[config.mk]
export PLATFORM = sky130hd
export DESIGN_NAME = mod12_counter_ctrl
export DESIGN_NICKNAME = d
export VERILOG_FILES = /design/src/rtl/mod12_counter_ctrl.sv
export SDC_FILE = /design/constraint.sdc
export NUM_CORES = 1
export LEC_CHECK = 0
export BUFFER_PORTS_ARGS = -buffer_cell sky130_fd_sc_hd__buf_4
export CORE_MARGIN = 2
export CORE_UTILIZATION = 35
export DETAILED_ROUTE_END_ITERATION = 8
export SYNTH_ARGS = -nofsm -noshare
export SYNTH_HDL_FRONTEND = slang
export SYNTH_SLANG_ARGS = --single-unit
export TNS_END_PERCENT = 10
[constraint.sdc]
create_clock -name clk -period 2.1 [get_ports clk]
set_input_delay 0.315 -clock clk [delete_from_list [all_inputs] [get_ports clk]]
set_output_delay 0.315 -clock clk [all_outputs]
set_load 0.02 [all_outputs]
[src/rtl/mod12_counter_ctrl.sv]
// -----------------------------------------------------------------------------
// mod12_counter_ctrl
//
// Sequencing controller that sits in front of a mod-12 up/down counter.
// Two requesters submit jobs (start value, direction, step count). The
// controller picks one round-robin, loads the counter, lets it count for
// the requested number of steps, then holds it and reports the result.
//
// Ports:
//   clk, rst_n                  - clock (rising edge), async active-low reset
//   reqN_valid / reqN_ready     - job handshake for requester N (N = 0, 1)
//   reqN_start / dir / steps    - job payload, sampled only on accept
//   cnt_value                   - counter's current count
//   cnt_load / mode / data      - drive the counter's load, mode, data_in
//   busy                        - controller is not idle
//   done_valid/id/value/err     - one-cycle completion report
// -----------------------------------------------------------------------------
module mod12_counter_ctrl #(
    parameter int STEP_W = 8
) (
    input  logic              clk,
    input  logic              rst_n,
    input  logic              req0_valid,
    output logic              req0_ready,
    input  logic [3:0]        req0_start,
    input  logic              req0_dir,
    input  logic [STEP_W-1:0] req0_steps,
    input  logic              req1_valid,
    output logic              req1_ready,
    input  logic [3:0]        req1_start,
    input  logic              req1_dir,
    input  logic [STEP_W-1:0] req1_steps,
    input  logic [3:0]        cnt_value,
    output logic              cnt_load,
    output logic              cnt_mode,
    output logic [3:0]        cnt_data,
    output logic              busy,
    output logic              done_valid,
    output logic              done_id,
    output logic [3:0]        done_value,
    output logic              done_err
);

    typedef enum logic [1:0] {IDLE, LOAD, RUN, DONE} state_t;

    localparam logic [3:0]        MAX_START = 4'd11;
    localparam logic [STEP_W-1:0] ONE_STEP  = STEP_W'(1);

    state_t              state_q, state_d;
    logic [3:0]          start_q, start_d;
    logic                dir_q, dir_d;
    logic [STEP_W-1:0]   steps_q, steps_d;
    logic                id_q, id_d;
    logic                prio_q, prio_d;
    logic                done_valid_q, done_valid_d;
    logic                done_id_q, done_id_d;
    logic                done_err_q, done_err_d;
    logic [3:0]          done_value_q, done_value_d;

    logic                grant0, grant1, accept;
    logic [3:0]          acc_start;
    logic                acc_dir;
    logic [STEP_W-1:0]   acc_steps;

    // prio_q holds the id granted last; on a tie the other requester wins.
    // Resetting it to 1 lets requester 0 win the first tie.
    always_comb begin
        grant1     = req1_valid && (!req0_valid || !prio_q);
        grant0     = req0_valid && !grant1;
        req0_ready = rst_n && (state_q == IDLE) && grant0;
        req1_ready = rst_n && (state_q == IDLE) && grant1;
        accept     = req0_ready || req1_ready;
        acc_start  = grant1 ? req1_start : req0_start;
        acc_dir    = grant1 ? req1_dir   : req0_dir;
        acc_steps  = grant1 ? req1_steps : req0_steps;
    end

    // The counter has no enable, so outside LOAD and RUN (and during reset)
    // it is held by reloading its own value.
    always_comb begin
        cnt_load = 1'b1;
        cnt_mode = 1'b1;
        cnt_data = cnt_value;
        if (rst_n) begin
            if (state_q == LOAD) begin
                cnt_data = start_q;
            end else if (state_q == RUN) begin
                cnt_load = 1'b0;
                cnt_mode = dir_q;
            end
        end
    end

    // Next-state logic. steps_q doubles as the remaining-step down-counter;
    // RUN leaves when the last step is taken, so the counter advances
    // exactly steps times. Completion flags are set on entry to DONE.
    always_comb begin
        state_d      = state_q;
        start_d      = start_q;
        dir_d        = dir_q;
        steps_d      = steps_q;
        id_d         = id_q;
        prio_d       = prio_q;
        done_valid_d = 1'b0;
        done_id_d    = done_id_q;
        done_err_d   = done_err_q;
        done_value_d = done_value_q;
        case (state_q)
            IDLE: begin
                if (accept) begin
                    start_d = acc_start;
                    dir_d   = acc_dir;
                    steps_d = acc_steps;
                    id_d    = grant1;
                    prio_d  = grant1;
                    if (acc_start > MAX_START) begin
                        state_d      = DONE;
                        done_valid_d = 1'b1;
                        done_id_d    = grant1;
                        done_err_d   = 1'b1;
                    end else begin
                        state_d = LOAD;
                    end
                end
            end
            LOAD: begin
                if (steps_q != '0) begin
                    state_d = RUN;
                end else begin
                    state_d      = DONE;
                    done_valid_d = 1'b1;
                    done_id_d    = id_q;
                    done_err_d   = 1'b0;
                end
            end
            RUN: begin
                if (steps_q == ONE_STEP) begin
                    state_d      = DONE;
                    done_valid_d = 1'b1;
                    done_id_d    = id_q;
                    done_err_d   = 1'b0;
                end else begin
                    steps_d = steps_q - ONE_STEP;
                end
            end
            DONE: begin
                state_d      = IDLE;
                done_value_d = cnt_value;
            end
            default: state_d = IDLE;
        endcase
    end

    // Single state/output register bank.
    always_ff @(posedge clk or negedge rst_n) begin
        if (!rst_n) begin
            state_q      <= IDLE;
            start_q      <= '0;
            dir_q        <= 1'b0;
            steps_q      <= '0;
            id_q         <= 1'b0;
            prio_q       <= 1'b1;
            done_valid_q <= 1'b0;
            done_id_q    <= 1'b0;
            done_err_q   <= 1'b0;
            done_value_q <= '0;
        end else begin
            state_q      <= state_d;
            start_q      <= start_d;
            dir_q        <= dir_d;
            steps_q      <= steps_d;
            id_q         <= id_d;
            prio_q       <= prio_d;
            done_valid_q <= done_valid_d;
            done_id_q    <= done_id_d;
            done_err_q   <= done_err_d;
            done_value_q <= done_value_d;
        end
    end

    // The counter only settles on its final value during DONE, so the
    // reported value is taken live then and the last report is kept after.
    assign done_value = done_valid_q ? cnt_value : done_value_q;
    assign done_valid = done_valid_q;
    assign done_id    = done_id_q;
    assign done_err   = done_err_q;
    assign busy       = (state_q != IDLE);

endmodule
After elaboration in Yosys (flattened, before gate mapping)
Index checks and enable logic that the tools add are counted.

storage, ports and cells
  flip-flop bits (word level) = 24
  output and inout bits = 16
  latch bits = 0
  memories = 0
  bits in writable memories = 0
  bits in read-only memories = 0
  input port bits = 34

operators by class
  multiply operators = 0
  $lt $le $gt $ge = 1
  mux-type cells = 35
  shift operators = 0
  bitwise logic cells = 0
  reduce and logical (&&, ||, !) cells = 19
  equality and inequality tests = 9
  add/subtract/negate cells = 1
  div/mod/pow operators = 0

operators by type and width
  operator                                                number
  2-to-1 mux 8 bit                                        3
  2-to-1 mux 1 bit                                        20
  2-to-1 mux 4 bit                                        4
  one-hot mux 8 bit (2 select lines)                      1
  one-hot mux 1 bit (3 select lines)                      3
  equality test 8 x 1 -> 1 bit (second input constant)    1
  one-hot mux 2 bit (4 select lines)                      1
  nonzero test 8 bit                                      1
  subtractor 8 x 1 -> 8 bit (second input constant)       1
  2-to-1 mux 2 bit                                        3
  inequality test 2 bit (second input constant)           3
  logical AND 1 bit                                       5
  AND reduction 5 bit                                     1
  equality test 2 bit (second input constant)             2
  > comparator 4 bit (second input constant)              1
  inequality test 2 x 1 -> 1 bit (second input constant)  2
  AND reduction 2 bit                                     2
  nonzero test 2 bit                                      2
  logical NOT 1 bit                                       3
  AND reduction 3 bit                                     1
  nonzero test 3 bit                                      1
  equality test 2 x 1 -> 1 bit (second input constant)    1
  logical NOT 2 bit                                       1
  logical OR 1 bit                                        2

Longest topological paths before layout
Gate-level depths: netlist of run 1.

  word-level depth = 9
  depth in mapped cells = 8
  mapped depth without buffers = 7

Worst setup path after synthesis of run 1
Ideal clock, no wire load.

  path kind = reg-to-reg
  start = register state_q[0]
  end = register done_id_q (netlist: done_id)
  cell stages (with the launch flop) = 8
  setup time = 0.127 ns
  arrival time = 1.835 ns
  setup slack = 0.137 ns
  data required time = 1.973 ns
  path through = dfrtp_1 > inv_1 > ha_1 > clkbuf_1 > nand2_1 > a21boi_2 > o2111a_2 > mux2_1

on the way
  word-level cells in the longest chain between the ends = 6
  elaborated cells between the ends (all ways) = 14
  those cells by class = eq/ne (6); mux (1); reduce/logical (7)

RTL lines
  what                                  line         text
  start, declared                       49           state_t state_q, state_d;
  start signal, assigned                168          state_q <= state_d;
  logical NOT 2 bit                     70, 71, 108
  logical AND 1 bit                     70, 71
  logical AND 1 bit (on tied branches)  70, 71
  logical OR 1 bit                      72           accept = req0_ready || req1_ready;
  inequality test 2 bit (no line)       -
  AND reduction 5 bit (no line)         -
  end signal, assigned                  175          done_id_q <= done_id_d;
  end, declared                         56           logic done_id_q, done_id_d;

Several ways; a longest one is shown, not always the timed one.
A chain may end at the register's enable or synchronous reset.

Worst setup path in the final report of run 1
  start = register state_q[0]
  end = output port cnt_data[2]

on the way
  word-level cells in the longest chain between the ends = 3

RTL lines
  what                          line  text
  equality test 2 x 1 -> 1 bit  85    if (state_q == LOAD) begin
  2-to-1 mux 4 bit              85
  2-to-1 mux 4 bit              84    if (rst_n) begin
  end, declared                 36    output logic [3:0] cnt_data,

No other way between the ends.

==> metrics.yaml, run 1 <==
leakage_uw: 0.00102
critical-path-top-delay-family: "flip-flops"
routed-via-count: 1445
final.setup_skew_ns: 0.00145
cts_setup_buffers: 0
portBuffers: 49
slew-limit-headroom_pct: 72.3
fin_crit_ns: 2.04
clockBufferDepth: 2
fin_hold_ws_ns: 0.293
cellPowerDensity_nw_per_um2: 1370
yosysWarnings: 0
firstDrtPassIters: 4
area_growth_pct: 34.4
rsz0062_at_grt: "false"
holdCritPathClass: "input port to flop"
wl_um: 3990
synth_top_flop_cell: "dfrtp_1"
grt_pass1_wl_um: 6420
cts_tree: "yes"
grt_pass1_vias: 1397
hold_viol_final: 0
place_hpwl_um: 3070
cp.required_ns: 1.78
critical-path-top-cell-by-count: "buf_4"
postRouteAntennaNets: 0
coreArea_um2: 4440
grt_overflow: 0
clock-sinks: 24
ir_drop_mv: 0.708
start_util_pct: 37.0
path_max_fanout: 6
antenna_found_initial: 0
critPathLaunchType: "flop"
drtIter0Drc: 56
post_drt_wl_per_cell_um: 14.3
critPathBufInv: 2
cts_buffers: 3
syn_nets: 213
ctsHtreeMaxLevel: 1
grt_max_degree: 22
grt_util_all_layers_pct: 15.5
rows: 24
nNetsFinal: 272
synth-seq-cells: 24
min_period_over_period_pct: 97.1
synthTopCellsByCount: "dfrtp_1, nand2_1, mux2_2, mux2i_1, ha_1"
top_level_ports: 50
synth.most_common_cell: "dfrtp_1"
slowest_delay_ns: 0.38
dieArea_um2: 5270
gp_congestion: 0.804
status: "complete, no violations"
synth.avg_cell_area_um2: 9.74
crit_type: "flop to output port"
setup-tns-final_ns: 0
synth.distinct_cells: 41
diodes: 0
yosys.area.top_type: "dfrtp_1"
fmax_mhz: 490
synthesis.area_um2: 1650
synth_edf_count: 0
end_kind: "output port"
synth_top_area_share_pct: 35.0
slew_viol_final: 0
drc: 0
worst_pin_slew_ns: 0.413
maxCapViolCount: 0
vias_per_cell: 5.18
ys_async_sr_fraction_pct: 100
die-width_um: 72.6
path_cells: "buf_4 -> ha_1 -> nand2_2 -> mux2_2 -> buf_4"
setup_viol: 0
die_y_um: 72.6
insertion_delay_ns: 0.27
synth.area.top_cells: "dfrtp_1, mux2_2, ha_1"
root_buffer: "clkbuf_8"
crit_slowest_cell: "dfrtp_1"
crit_arrival_ns: 1.72
drive_gt1_share_pct: 40.1
ys_seq_area_share_pct: 36.6
synth_cells: 169
clkSlewWorstSetupHoldPaths_ns: 0.09
==> per-layer routing <==
layer,global-route usage [%],share of wire [%]
met1,20.7,48
met5,0,0
met3,2.50,2.9
met4,3.09,0.68
met2,26.7,48
==> kinds of logic after synthesis <==
family                   after synthesis  synth area share (%)
AO/OA/AOI/OAI                         42                  18.2
adder cells (fa/ha/maj)               10                  7.60
buffers and inverters                 14                  3.80
flip-flops                            24                  36.6
multiplexers                          28                  18.3
AND/OR/NAND/NOR                       51                  15.5
==> cell type report <==
class / count / area (um2)
fillers: 443 / 2230
clock buffers: 4 / 55.1
multi-input cells: 131 / 987
well taps: 52 / 65.1
inverters: 6 / 22.5
flip-flops and latches: 24 / 602
repair buffers: 62 / 480
==> path summary, 6_finish.rpt <==
path | startpoint | to | slack, ns | depth (start not counted)
min in group asynchronous | rst_n | start_q[0]$_DFFE_PN0P_ | 0.38 | 2
max in group asynchronous | rst_n | prio_q$_DFFE_PN1P_ | 1.28 | 3
worst min register to register | start_q[1]$_DFFE_PN0P_ | start_q[1]$_DFFE_PN0P_ | 0.48 | 2
worst max-delay path | state_q[0]$_DFFE_PN0P_ | cnt_data[2] | 0.06 | 5
worst min-delay path | req1_valid | prio_q$_DFFE_PN1P_ | 0.29 | 3
worst max register to register | steps_q[2]$_DFFE_PN0P_ | done_id$_DFFE_PN0P_ | 0.20 | 5
==> report_power, final <==
group	internal [uW]	switching, uW	leakage (uW)
Sequential	692	182	0.000292
Clock	168	154	0.0000288
Combinational	890	949	0.000703
==> stage by stage <==
stage | std cells | power (uW) | setup WS, ns | instance area, um2 | utilization (%)
CTS | 279 | 3060 | 0.00826 | 2210 | 49.7
global route | 279 | 3280 | 0.00445 | 2210 | 49.8
detailed placement | 274 | 2730 | 0.207 | 2140 | 48.3
global placement | 274 | 2700 | 0.247 | 2140 | 48.3
finish | 279 | 3040 | 0.0602 | 2210 | 49.8
floorplan | 169 | 2110 | 0.137 | 1650 | -
==> placed cells by master (no fill, tap or decap), types with 2 or more instances in the layout <==
cell      instances
or3_1             2
clkbuf_8          4
buf_4            60
a211oi_1          2
o22a_1            6
o21ai_0           9
nand2_2           2
mux2i_1          11
mux2_2           16
a31oi_1           2
nand2_1          21
nor2_1            9
nor2b_1           2
ha_1             10
a21oi_1           5
dfrtp_1          23
nor3_1            5
o31ai_1           2
nand3_1           4
a21boi_2          2
inv_1             6
o21ai_1           5
==> state kept, by name, summed over array words and instances, names as in the netlist <==
register      cells
steps_q           8
done_value_q      4
start_q           4
state_q           2
dir_q             1
done_err          1
done_id           1
done_valid        1
id_q              1
prio_q            1
==> worst reg2reg max path, delay by kind of cell (launching register included) <==
kind | cells | cell delay [ns]
flops | 1 | 0.45
simple gates | 2 | 0.61
mux | 1 | 0.31
compound gates | 2 | 0.42
==> repair_timing <==
item                                   in CTS  in global routing
resized for setup                           0                  1
setup endpoints to repair                   0                  4
hold buffers                                1                  0
endpoints found under the hold margin       1                  0
(Power assumes the default switching activity.)
==> run 2, diff against run 1 <==
==> constraint.sdc (replaced) <==
create_clock -name clk -period 2.6 [get_ports clk]
set_input_delay 0.39 -clock clk [delete_from_list [all_inputs] [get_ports clk]]
set_output_delay 0.39 -clock clk [all_outputs]
set_load 0.02 [all_outputs]
==> run 2 against run 1 <==
  * Clock skew grew 0.0010 ns
  * Critical path depth unchanged
  * Sequential share of layout area increased by 0.79 points
  * Flip-flop and latch count stayed put
  * Clock-buffer cell count unchanged
  * Cell area shrank 2.8%
  * Global-route usage shrank 0.35 points
  * Critical endpoint unchanged
  * Largest power group unchanged
  * Highest routed layer unchanged
==> metrics.yaml, run 2 (same netlist as run 1, synthesis figures left out) <==
ir_drop_mv: 0.483
cts_setup_buffers: 0
drc: 0
holdCritPathClass: "input port to flop"
wl_um: 3790
die-width_um: 72.6
slew-limit-headroom_pct: 57.9
reg_top3: "steps_q (8), done_value_q (4), start_q (4)"
final_cell_mix: "buf_4, dfrtp_1, nand2_1"
fin_crit_ns: 2.20
grt_overflow: 0
crit_arrival_ns: 1.81
final.setup_skew_ns: 0.00248
critPathLaunchType: "input port"
maxCapViolCount: 0
nNetsFinal: 267
vias_per_cell: 5.19
reg2reg_depth: 7
cp.required_ns: 2.21
fmax_mhz: 454
cts-resized-gates: 0
largest_register_ff_count: 8
end_kind: "output port"
start_util_pct: 37.0
layout_commonest_cell: "buf_4"
crit_type: "input port to output port"
p_seq_share_pct: 31.3
grt_pass1_wl_um: 6330
place_hpwl_um: 2980
grt_max_degree: 18
cts_buffers: 3
firstDrtPassIters: 4
p_clk_share_pct: 9.7
cts_tree: "yes"
power_switching_uw: 1010
insertion_delay_ns: 0.26
area_growth_pct: 30.6
grt_util_all_layers_pct: 15.2
r2r-end: "done_id$_DFFE_PN0P_"
top_level_ports: 50
min_period_over_period_pct: 84.7
rows: 24
dieArea_um2: 5270
die_y_um: 72.6
fill_cells: 433
antenna_found_initial: 0
r2r-start: "state_q[0]$_DFFE_PN0P_"
post_drt_wl_per_cell_um: 13.8
regMostFlops: "steps_q"
slew_viol_final: 0
cellPowerDensity_nw_per_um2: 1080
clock-sinks: 24
drive_gt1_share_pct: 37.8
coreArea_um2: 4440
worst_pin_slew_ns: 0.632
status: "complete, no violations"
grt_pass1_vias: 1350
fin_util_pct: 48.4
clockBufferDepth: 2
r2r_slack_ns: 0.40
hold_viol_final: 0
p_int_uw: 1320
path_max_fanout: 17
worstHoldStart: "cnt_value[0]"
diodes: 0
hold_buffers: 1
rsz0062_at_grt: "false"
portBuffers: 49
setup-tns-final_ns: 0
gp_congestion: 0.831
ctsHtreeMaxLevel: 1
leakage_uw: 0.000988
timing.hold.worst_endpoint: "done_value_q[0]$_DFFE_PN0N_"
root_buffer: "clkbuf_8"
postRouteAntennaNets: 0
p_comb_share_pct: 59.0
clkSlewWorstSetupHoldPaths_ns: 0.08
setup_viol: 0
min_path_cells: 2
drtIter0Drc: 85
netSwitchingFraction_pct: 43.3
routed-via-count: 1421
-- run 2: cell types whose count changed in the layout (fill, tap and decap cells not counted), sizes merged --
cell	delta
buf	-5
-- run 2: area by class of cell --
cell class              instances  area, um2  share of cell area (%)
repair buffers                 57        430                    20.0
clock buffers                   4       45.0                    2.10
well taps                      52       65.1                    3.03
flip-flops and latches         24        602                    28.0
inverters                       6       22.5                    1.05
multi-input cells             131        985                    45.8
-- run 2: power groups by stage --
stage / clock (uW) / sequential [uW] / combinational (uW)
finish: 226 / 730 / 1370
global route: 245 / 759 / 1540
CTS: 233 / 733 / 1390
detailed placement: 0 / 737 / 1380
global placement: 0 / 733 / 1370
floorplan: 0 / 710 / 990
-- run 2: metal layers --
| metal | vias up | share of wire, % | global-route usage [%] |
|---|---|---|---|
| met1 | 673 | 50 | 21.6 |
| met4 | 0 | 0.90 | 3.70 |
| met2 | 28 | 46 | 23.8 |
| met5 | - | 0 | 0 |
| li1 | 718 | - | - |
| met3 | 2 | 3.3 | 2.78 |
-- run 2: worst max path at each step --
stage,start,end,slack [ns],cells past startpoint
6_report,rst_n,cnt_data[2],0.40,5
5_1_grt,state_q[0]$_DFFE_PN0P_,done_id$_DFFE_PN0P_,0.25,7
4_1_cts,rst_n,cnt_data[3],0.38,5
3_5_place_dp,state_q[0]$_DFFE_PN0P_,done_id$_DFFE_PN0P_,0.42,7
3_3_place_gp,state_q[0]$_DFFE_PN0P_,done_id$_DFFE_PN0P_,0.46,7
2_1_floorplan,state_q[0]$_DFFE_PN0P_,done_id$_DFFE_PN0P_,0.64,7
-- run 2: worst max-delay path, stage by stage --
cell and delay [ns]:
dlygate4sd3_1 0.53, buf_4 0.20, nand2_1 0.17, mux2_2 0.35, buf_4 0.16
-- run 2: metrics by stage --
stage          setup WS, ns  power (uW)  instances  hold slack (ns)  instance area [um2]
3_3_place_gp          0.459        2100        269            0.258                 2090
4_1_cts               0.377        2350        274            0.368                 2150
3_5_place_dp          0.423        2120        269            0.256                 2090
6_report              0.398        2330        274            0.374                 2150
5_1_grt               0.251        2540        274            0.365                 2150
2_1_floorplan         0.637        1700        169           0.0944                 1650
==> run 3, diff against run 2 <==
--- a/config.mk
+++ b/config.mk
@@ -5,6 +5,7 @@
 export SDC_FILE = /design/constraint.sdc
 export NUM_CORES = 1
 export LEC_CHECK = 0
+export ABC_AREA = 1
 export BUFFER_PORTS_ARGS = -buffer_cell sky130_fd_sc_hd__buf_4
 export CORE_MARGIN = 2
 export CORE_UTILIZATION = 35
==> constraint.sdc (replaced) <==
create_clock -name clk -period 1.8 [get_ports clk]
set_input_delay 0.27 -clock clk [delete_from_list [all_inputs] [get_ports clk]]
set_output_delay 0.27 -clock clk [all_outputs]
set_load 0.02 [all_outputs]
==> run 3 against run 2 <==
  * Die area rose by 2.0%
  * Clock power rose by 120%
  * Register-to-register slack got worse by 0.21 ns
  * Via count rose by 17%
  * Worst hold slack got worse by 0.17 ns
  * Synthesized cell count rose by 38%
  * Non-clock buffer count rose by 6
  * First-iteration DRC count fell by 20%
==> metrics.yaml, run 3 <==
clock-sinks: 24
drc: 0
min_period_over_period_pct: 97.1
synthMuxAreaShare_pct: 1.34
grt_pass1_vias: 1552
wl_um: 4190
slew-limit-headroom_pct: 78.5
vias_per_cell: 4.74
synth.distinct_cells: 31
holdCritPathClass: "input port to flop"
path_cells: "ha_4 -> nand2_4 -> mux2_2 -> buf_4"
end_kind: "output port"
leakage_uw: 0.00121
r2r-start: "state_q[0]$_DFFE_PN0P_"
gp_congestion: 0.872
worstHoldStart: "cnt_value[3]"
final_cell_mix: "nand2_1, buf_4, dfrtp_1"
die-width_um: 73.3
portBuffers: 49
ys_async_sr_fraction_pct: 100
synthTopCellsByCount: "nand2_1, dfrtp_1, nor2_1, o21ai_0, inv_1"
yosys.area_share.adder_pct: 7.45
synth_top_family_by_area: "simple AND/OR/NAND/NOR gates"
clockBufferDepth: 2
startpoint: "state_q[0]$_DFFE_PN0P_"
slew_viol_final: 0
place_ws_ns: 0.102
fmax_mhz: 572
maxCapViolCount: 0
critPathBufInv: 1
reg_top3: "steps_q (8), done_value_q (4), start_q (4)"
syn_nets: 277
grt_util_all_layers_pct: 16.9
drtIter0Drc: 68
slowest_delay_ns: 0.46
antenna_found_initial: 0
fill_cells: 479
cellPowerDensity_nw_per_um2: 502
largest_register_ff_count: 8
cp.required_ns: 1.53
regMostFlops: "steps_q"
status: "complete, no violations"
critical-path-top-delay-family: "flip-flops"
critPathLaunchType: "flop"
crit_type: "flop to output port"
setup_viol: 0
synthesis.area_um2: 1680
rsz0062_at_grt: "true"
final.setup_skew_ns: 0.00517
layout_commonest_cell: "nand2_1"
fin_hold_ws_ns: 0.208
grt_overflow: 0
yosys.area_share.simple_pct: 33.9
cts_tree: "yes"
synth_cells: 233
postRouteAntennaNets: 0
grt_pass1_wl_um: 7070
yosys.area.top_type: "dfrtp_1"
hold_viol_final: 0
path_max_fanout: 6
die_y_um: 73.3
firstDrtPassIters: 4
routed-via-count: 1659
synth-seq-cells: 24
synth_xor_area_share_pct: 1.04
synth-compound-area-share_pct: 12.9
grt_max_degree: 15
top_level_ports: 50
synth_edf_count: 0
worst_pin_slew_ns: 0.322
rows: 25
insertion_delay_ns: 0.28
clkSlewWorstSetupHoldPaths_ns: 0.09
ys_seq_area_share_pct: 35.8
fin_crit_ns: 1.75
ir_drop_mv: 0.418
post_drt_wl_per_cell_um: 12.0
diodes: 0
synth_top_flop_cell: "dfrtp_1"
root_buffer: "clkbuf_8"
r2r_slack_ns: 0.19
start_util_pct: 36.1
drive_gt1_share_pct: 31.8
post-route-worst-setup-slack_ns: 0.0526
cts_buffers: 3
synth_top_area_share_pct: 34.3
nNetsFinal: 341
yosysWarnings: 0
crit_arrival_ns: 1.48
place_hpwl_um: 3250
area_growth_pct: 38.1
dieArea_um2: 5370
ctsHtreeMaxLevel: 1
synth.avg_cell_area_um2: 7.21
coreArea_um2: 4660
synth.area.top_cells: "dfrtp_1, nand2_1, ha_1"
synth.most_common_cell: "nand2_1"
crit_slowest_cell: "dfrtp_2"
-- run 3: final cells by class --
class | instances | area (um2) | share of cell area [%]
clock buffers | 3 | 41.3 | 1.78
clock inverters | 1 | 30.0 | 1.29
inverters | 23 | 97.6 | 4.20
multi-input cells | 182 | 998 | 43.0
flip-flops and latches | 24 | 603 | 26.0
well taps | 54 | 67.6 | 2.91
repair buffers | 63 | 483 | 20.8
-- run 3: kinds of logic (layout without fill, tap and decap cells) --
group                      Yosys count  after routing
muxes                                2              2
AOI/OAI and AO/OA                   41             41
buffers and inverters               27             90
xor gates and xnor gates             2              2
adders and majority gates           10             10
DFF                                 24             24
and+or+nand+nor                    127            127
-- run 3: final timing paths --
kind                                                to  cells past startpoint
hold reg to reg                     prio_q$_DFFE_PN1P_                      2
max in group asynchronous           prio_q$_DFFE_PN1P_                      3
setup / recovery                           cnt_data[1]                      4
setup reg to reg                  done_valid$_DFF_PN0_                      8
hold / removal             done_value_q[3]$_DFFE_PN0N_                      3
min in group asynchronous  done_value_q[0]$_DFFE_PN0N_                      3
-- run 3: per-layer routing --
metal / vias to the layer above / part of all wire, % / GRT usage, %
met1: 741 / 43 / 20.5
met4: 0 / 0.29 / 3.03
met2: 42 / 52 / 31.3
met5: - / 0 / 0
li1: 874 / - / -
met3: 2 / 4.7 / 3.02
-- run 3: per-stage QoR --
stage	instances	power, uW	util, %	cell area (um2)	TNS [ns]
finish	350	1170	49.8	2320	0
global route	350	1220	49.8	2320	-0.00893
CTS	348	1180	48.6	2260	0
detailed placement	341	686	46.1	2150	0
global placement	341	685	46.1	2150	0
floorplan	233	594	-	1680	0
-- run 3: worst min-delay path, cell delays in order --
cell and delay (ns):
buf_4 0.09, nand2_1 0.04, o21ai_0 0.05
-- run 3: timing repair --
item / in CTS / in global routing
pin swaps: 0 / 2
setup buffers: 2 / 2
endpoints found under the setup margin: 7 / 5
hold buffers: 1 / 0
hold endpoints to repair: 23 / 0
gates resized for setup: 7 / 11
-- run 3: power by group --
part           switching, uW  internal, uW  total (uW)
Combinational           66.5          72.8         139
Sequential                 0           539         539
Clock                    189           298         487
Total                    256           909        1170
